[src/rtl/serial_subtractor_pkg.sv]
// Shared constants and FSM encoding for the serial subtractor.
// Common to the adder datapath through SERSUB_WIDTH.
package serial_subtractor_pkg;

  localparam int SERSUB_WIDTH = 8;

  typedef enum logic [1:0] {
    S_IDLE  = 2'd0,
    S_SHIFT = 2'd1,
    S_DONE  = 2'd2
  } state_e;

  function automatic int cnt_bits(input int n);
    return (n > 1) ? $clog2(n) : 1;
  endfunction

endpackage

[src/rtl/serial_subtractor_if.sv]
// Start/done handshake and operand bus of the serial subtractor.
// OVF exists only when SERSUB_OVF_EN is defined.
interface serial_subtractor_if
  import serial_subtractor_pkg::*;
#(
  parameter int WIDTH = SERSUB_WIDTH
);

  logic             START;
  logic [WIDTH-1:0] X;
  logic [WIDTH-1:0] Y;
  logic             B0;
  logic [WIDTH-1:0] D;
  logic             BOUT;
  logic             BUSY;
  logic             DONE;
`ifdef SERSUB_OVF_EN
  logic             OVF;
`endif

  modport master (
    output START, X, Y, B0,
`ifdef SERSUB_OVF_EN
    input  OVF,
`endif
    input  D, BOUT, BUSY, DONE
  );

  modport slave (
    input  START, X, Y, B0,
`ifdef SERSUB_OVF_EN
    output OVF,
`endif
    output D, BOUT, BUSY, DONE
  );

endinterface

[src/rtl/serial_subtractor_fullsubtractor.sv]
// One-bit full-subtractor slice: d = a - b - bin.
// Purely combinational; chained by the top for multi-bit steps.
module fullsubtractor (
  output logic d,
  output logic bout,
  input  logic a,
  input  logic b,
  input  logic bin
);

  assign d    = a ^ b ^ bin;
  assign bout = (~a & b) | (~(a ^ b) & bin);

endmodule

[src/rtl/serial_subtractor.sv]
// Bit-serial subtractor D = X - Y - B0, BITS_PER_CYCLE bits per clock.
// Define SERSUB_OVF_EN to add the signed-overflow output OVF.
module serial_subtractor
  import serial_subtractor_pkg::*;
#(
  parameter int WIDTH          = SERSUB_WIDTH,
  parameter int BITS_PER_CYCLE = 1
) (
  input  logic               clk,
  input  logic               rst,
  serial_subtractor_if.slave bus
);

  localparam int B     = BITS_PER_CYCLE;
  localparam int STEPS = WIDTH / B;
  localparam int CW    = cnt_bits(STEPS);
  localparam logic [CW-1:0] LAST = CW'(STEPS - 1);

  state_e           state_q, state_d;
  logic [CW-1:0]    cnt_q, cnt_d;
  logic [WIDTH-1:0] x_q, x_d;
  logic [WIDTH-1:0] y_q, y_d;
  logic [WIDTH-1:0] d_q, d_d;
  logic             brw_q, brw_d;
  logic             bout_q, bout_d;

  logic [B-1:0]     sd;
  logic [B:0]       bw;

  assign bw[0] = brw_q;

  for (genvar g = 0; g < B; g++) begin : g_slice
    fullsubtractor u_fs (
      .d    (sd[g]),
      .bout (bw[g+1]),
      .a    (x_q[g]),
      .b    (y_q[g]),
      .bin  (bw[g])
    );
  end

`ifdef SERSUB_OVF_EN
  // Operand MSBs are kept because the shift registers lose them
  logic xm_q, xm_d;
  logic ym_q, ym_d;
  logic ovf_q, ovf_d;
`endif

  always_comb begin
    state_d = state_q;
    cnt_d   = cnt_q;
    x_d     = x_q;
    y_d     = y_q;
    d_d     = d_q;
    brw_d   = brw_q;
    bout_d  = bout_q;
`ifdef SERSUB_OVF_EN
    xm_d    = xm_q;
    ym_d    = ym_q;
    ovf_d   = ovf_q;
`endif
    case (state_q)
      S_IDLE, S_DONE: begin
        state_d = S_IDLE;
        if (bus.START) begin
          state_d = S_SHIFT;
          cnt_d   = '0;
          x_d     = bus.X;
          y_d     = bus.Y;
          brw_d   = bus.B0;
`ifdef SERSUB_OVF_EN
          xm_d    = bus.X[WIDTH-1];
          ym_d    = bus.Y[WIDTH-1];
`endif
        end
      end
      S_SHIFT: begin
        x_d   = x_q >> B;
        y_d   = y_q >> B;
        d_d   = {sd, d_q[WIDTH-1:B]};
        brw_d = bw[B];
        cnt_d = cnt_q + 1'b1;
        if (cnt_q == LAST) begin
          state_d = S_DONE;
          bout_d  = bw[B];
`ifdef SERSUB_OVF_EN
          ovf_d   = (xm_q ^ ym_q) & (sd[B-1] ^ xm_q);
`endif
        end
      end
      default: state_d = S_IDLE;
    endcase
  end

  always_ff @(posedge clk or posedge rst) begin
    if (rst) begin
      state_q <= S_IDLE;
      cnt_q   <= '0;
      x_q     <= '0;
      y_q     <= '0;
      d_q     <= '0;
      brw_q   <= 1'b0;
      bout_q  <= 1'b0;
    end else begin
      state_q <= state_d;
      cnt_q   <= cnt_d;
      x_q     <= x_d;
      y_q     <= y_d;
      d_q     <= d_d;
      brw_q   <= brw_d;
      bout_q  <= bout_d;
    end
  end

`ifdef SERSUB_OVF_EN
  always_ff @(posedge clk or posedge rst) begin
    if (rst) begin
      xm_q  <= 1'b0;
      ym_q  <= 1'b0;
      ovf_q <= 1'b0;
    end else begin
      xm_q  <= xm_d;
      ym_q  <= ym_d;
      ovf_q <= ovf_d;
    end
  end

  assign bus.OVF = ovf_q;
`endif

  assign bus.D    = d_q;
  assign bus.BOUT = bout_q;
  assign bus.BUSY = (state_q == S_SHIFT);
  assign bus.DONE = (state_q == S_DONE);

endmodule

[src/flat_wrapper.sv]
// flat-port wrapper written by rule: the top's interface ports become plain ports
module serial_subtractor_flat import serial_subtractor_pkg::*;
#(
  parameter int WIDTH          = SERSUB_WIDTH,
  parameter int BITS_PER_CYCLE = 1
)
  (clk, rst, bus_START, bus_X, bus_Y, bus_B0, bus_D, bus_BOUT, bus_BUSY, bus_DONE);
  serial_subtractor_if #(.WIDTH(WIDTH)) bus_i ();
  input  logic clk;
  input  logic rst;
  input wire logic [$bits(bus_i.START)-1:0] bus_START;
  input wire logic [$bits(bus_i.X)-1:0] bus_X;
  input wire logic [$bits(bus_i.Y)-1:0] bus_Y;
  input wire logic [$bits(bus_i.B0)-1:0] bus_B0;
  output wire logic [$bits(bus_i.D)-1:0] bus_D;
  output wire logic [$bits(bus_i.BOUT)-1:0] bus_BOUT;
  output wire logic [$bits(bus_i.BUSY)-1:0] bus_BUSY;
  output wire logic [$bits(bus_i.DONE)-1:0] bus_DONE;
  assign bus_i.START = bus_START;
  assign bus_i.X = bus_X;
  assign bus_i.Y = bus_Y;
  assign bus_i.B0 = bus_B0;
  assign bus_D = bus_i.D;
  assign bus_BOUT = bus_i.BOUT;
  assign bus_BUSY = bus_i.BUSY;
  assign bus_DONE = bus_i.DONE;
  serial_subtractor #(.WIDTH(WIDTH), .BITS_PER_CYCLE(BITS_PER_CYCLE)) u_core (.clk(clk), .rst(rst), .bus(bus_i));
endmodule
[config.mk]
export PLATFORM = sky130hd
export DESIGN_NAME = serial_subtractor_flat
export DESIGN_NICKNAME = d
export VERILOG_FILES = /design/src/rtl/serial_subtractor_pkg.sv /design/src/rtl/serial_subtractor_if.sv /design/src/rtl/serial_subtractor_fullsubtractor.sv /design/src/rtl/serial_subtractor.sv /design/src/flat_wrapper.sv
export SDC_FILE = /design/constraint.sdc
export NUM_CORES = 1
export LEC_CHECK = 0
export CORE_MARGIN = 3
export CORE_UTILIZATION = 55
export CTS_CLUSTER_DIAMETER = 80
export DETAILED_ROUTE_END_ITERATION = 8
export PLACE_DENSITY = 0.93
export REMOVE_ABC_BUFFERS = 1
export SKIP_CTS_REPAIR_TIMING = 1
export SLEW_MARGIN = 10
export SYNTH_ARGS = -nofsm -noshare
export SYNTH_HDL_FRONTEND = slang
export SYNTH_SLANG_ARGS = --single-unit
[constraint.sdc]
create_clock -name clk -period 2.7 [get_ports clk]
set_input_delay 0.675 -clock clk [delete_from_list [all_inputs] [get_ports clk]]
set_output_delay 0.675 -clock clk [all_outputs]
set_load 0.03 [all_outputs]
==> results.yml <==
status:
  status: "finished clean"
yosys:
  avgSynthCellArea_um2: 10.7
  ys_warn_count: 0
  synth_cell_types: 31
  seq_area_frac_synth_pct: 49.3
  synthCells: 147
  synth-seq-cells: 31
  synth_area_mm2: 0.00157
grt:
  grt.met3_usage_pct: 7.63
  grtUsageMet1_pct: 23.6
  grt_pass1_wl_um: 5320
  grt_max_degree: 32
  busiest_layer: "met2"
  grt_pass1_vias: 1222
  antenna_found_initial: 0
  grt_util_all_layers_pct: 20.5
  grt_util_met2_pct: 33.4
  grt_overflow: 0
worst_setup_path:
  critical_path_class: "reg -> out"
  worstPathMaxFanout: 15
  crit_start: "u_core.state_q[1]"
  slowest_stage: "clkdlybuf4s50_1"
  cpPeakStageDelay_ns: 0.69
  worstPathArrival_ns: 1.85
  critPathBufInv: 2
  r2r_start: "u_core.cnt_q[0]"
  cp-end-kind: "primary output"
  cp_top_family: "buffers and inverters"
  worstPathRequired_ns: 2.03
  path_cells: "buf_4 -> nor2b_1 -> clkdlybuf4s50_1"
  startpoint_type: "register"
floorplanning:
  initial_core_util_pct: 60.7
  die_h_um: 59.5
  pin_count: 31
  rows: 18
  core_area_mm2: 0.00259
  die_x_um: 59.5
  dieArea_mm2: 0.00354
place:
  dp_hpwl_um: 2280
  place.gp.congestion: 0.762
  dp_cells: 202
  io_buffers: 30
drt:
  drcViolationCount: 0
  vias_per_cell: 5.62
  wl_per_cell_um: 14.9
  vias: 1180
  drt_iter0_drc: 46
  wl_um: 3130
  drtAntennaViolNets: 0
  first_pass_iters: 4
sta:
  finalSetupTns_ns: 0
  hold_viol_final: 0
  timing.fmax_ghz: 0.396
  setup_viol: 0
  min_period_ns: 2.52
  worst_pin_slew_ns: 0.389
  finalCritPeriodShare_pct: 93.4
  finClkSkew_ns: 0.0113
  rsz0062_at_grt: "false"
  slew_violations: 0
  slew_headroom_pct: 74.1
power:
  powerDensity_mw_per_mm2: 1130
  p_leak_nw: 0.824
  vdd_drop_max_mv: 0.752
clock_network:
  clk_latency_ns: 0.33
  numCtsBuffers: 5
  cts_tree: "yes"
  clock-sinks: 31
  htree_levels: 2
  cts_root_buf: "clkbuf_4"
  cts.clk_slew.worst_paths_ns: 0.10
  cts.path.max_buffers: 2
layout:
  final_cell_mix: "dfrtp_1 (31), clkdlybuf4s50_1 (30), nand2_1 (25), a21oi_1 (15)"
  layout-drive-gt1-share_pct: 10.0
  fill_cells: 199
  fin_cells: 210
  n_antenna_cell: 0
  syn2layout_area_growth_pct: 20.8
  final_common_cell: "dfrtp_1"
  nets: 202
worst_hold_path:
  worstHoldStart: "u_core.bus.D[4]"
  hold_path_class: "reg -> reg"
run:
  maxCapViolations: 0
per-stage QoR:
step | total power [mW] | setup slack [ns] | instance area (um^2) | utilization (%) | hold slack, ns
3_5_place_dp | 1.90 | 0.566 | 1850 | 71.4 | 0.488
4_1_cts | 2.16 | 0.161 | 1900 | 73.3 | 0.512
6_report | 2.14 | 0.178 | 1900 | 73.3 | 0.505
3_3_place_gp | 1.84 | 0.591 | 1850 | 71.4 | 0.473
5_1_grt | 2.32 | 0.0990 | 1900 | 73.3 | 0.538
2_1_floorplan | 1.53 | 0.757 | 1470 | - | 0.465
report_power, final:
group	leakage (nW)	internal, mW	switching (mW)	total (mW)
Clock	0.0293	0.101	0.157	0.258
Sequential	0.374	0.685	0.161	0.845
Combinational	0.421	0.473	0.567	1.04
synth_stat cells:
cell       instances  area [um^2]
and2_4             1         8.76
fa_1               1         20.0
ha_1               2         25.0
a22o_1             4         35.0
a21oi_1           15         75.1
a211oi_1          12         90.1
xnor2_1            1         8.76
o2bb2ai_1          1         8.76
mux2i_1           12          120
nor2_1             3         11.3
nor3_2             1         10.0
clkbuf_8           1         13.8
nand2b_4           1         13.8
o22ai_1            2         12.5
nand2_1           25         93.8
nor3_1             1         5.00
nor2_2             1         6.26
buf_6              4         45.0
mux2_4             1         15.0
inv_4              1         6.26
buf_2              2         10.0
inv_1              3         11.3
buf_4              2         15.0
nor2b_2            1         8.76
and2b_1            6         45.0
buf_8              1         15.0
nand2b_1           1         6.26
o21ai_0            2         10.0
dfrtp_1           31          776
nor2b_1            7         43.8
or2b_1             1         7.51
tightest hold or removal path, cell delays in order, from the launching register on:
cell and delay (ns):
dfrtp_1 0.37, nand2_1 0.05, nand2_1 0.05
logic make-up after synthesis:
family / Yosys count / synth area share, %
DFF: 31 / 49.3
AOI/OAI and AO/OA: 36 / 14.7
buffers and inverters: 14 / 7.40
xor gates and xnor gates: 1 / 0.557
and+or+nand+nor: 49 / 16.5
muxes: 13 / 8.59
adders and majority gates: 3 / 2.86
worst paths after layout:
kind | to | slack, ns | depth (start not counted)
setup / recovery | bus_DONE | 0.18 | 3
hold / removal | u_core.bus.D[3] | 0.51 | 2
setup reg to reg | u_core.cnt_q[1] | 1.40 | 3
hold reg to reg | u_core.bus.D[3] | 0.51 | 2
max in group asynchronous | u_core.x_q[3] | 1.70 | 3
min in group asynchronous | u_core.y_q[2] | 0.71 | 3
per-layer routing:
metal,part of all wire [%],up-vias
li1,-,572
met1,43,562
met2,48,36
met3,6.3,10
met4,2.8,0
met5,0,-
state kept, by name, indices dropped and copies added, names as in the netlist:
signal,cells
u_core.state_q,2
u_core.cnt_q,3
u_core.x_q,8
u_core.bus.BOUT,1
u_core.brw_q,1
u_core.y_q,8
u_core.bus.D,8
cell type report:
cell class / instances / area [um^2] / share of cell area [%]
Inverter: 4 / 17.5 / 0.922
Tap cell: 30 / 37.5 / 1.98
Timing Repair Buffer: 35 / 338 / 17.8
Clock buffer: 7 / 45.0 / 2.37
Clock inverter: 1 / 5.00 / 0.264
Sequential cell: 31 / 776 / 40.8
Multi-Input combinational cell: 102 / 681 / 35.8
Power figures use the tool's default switching activity.
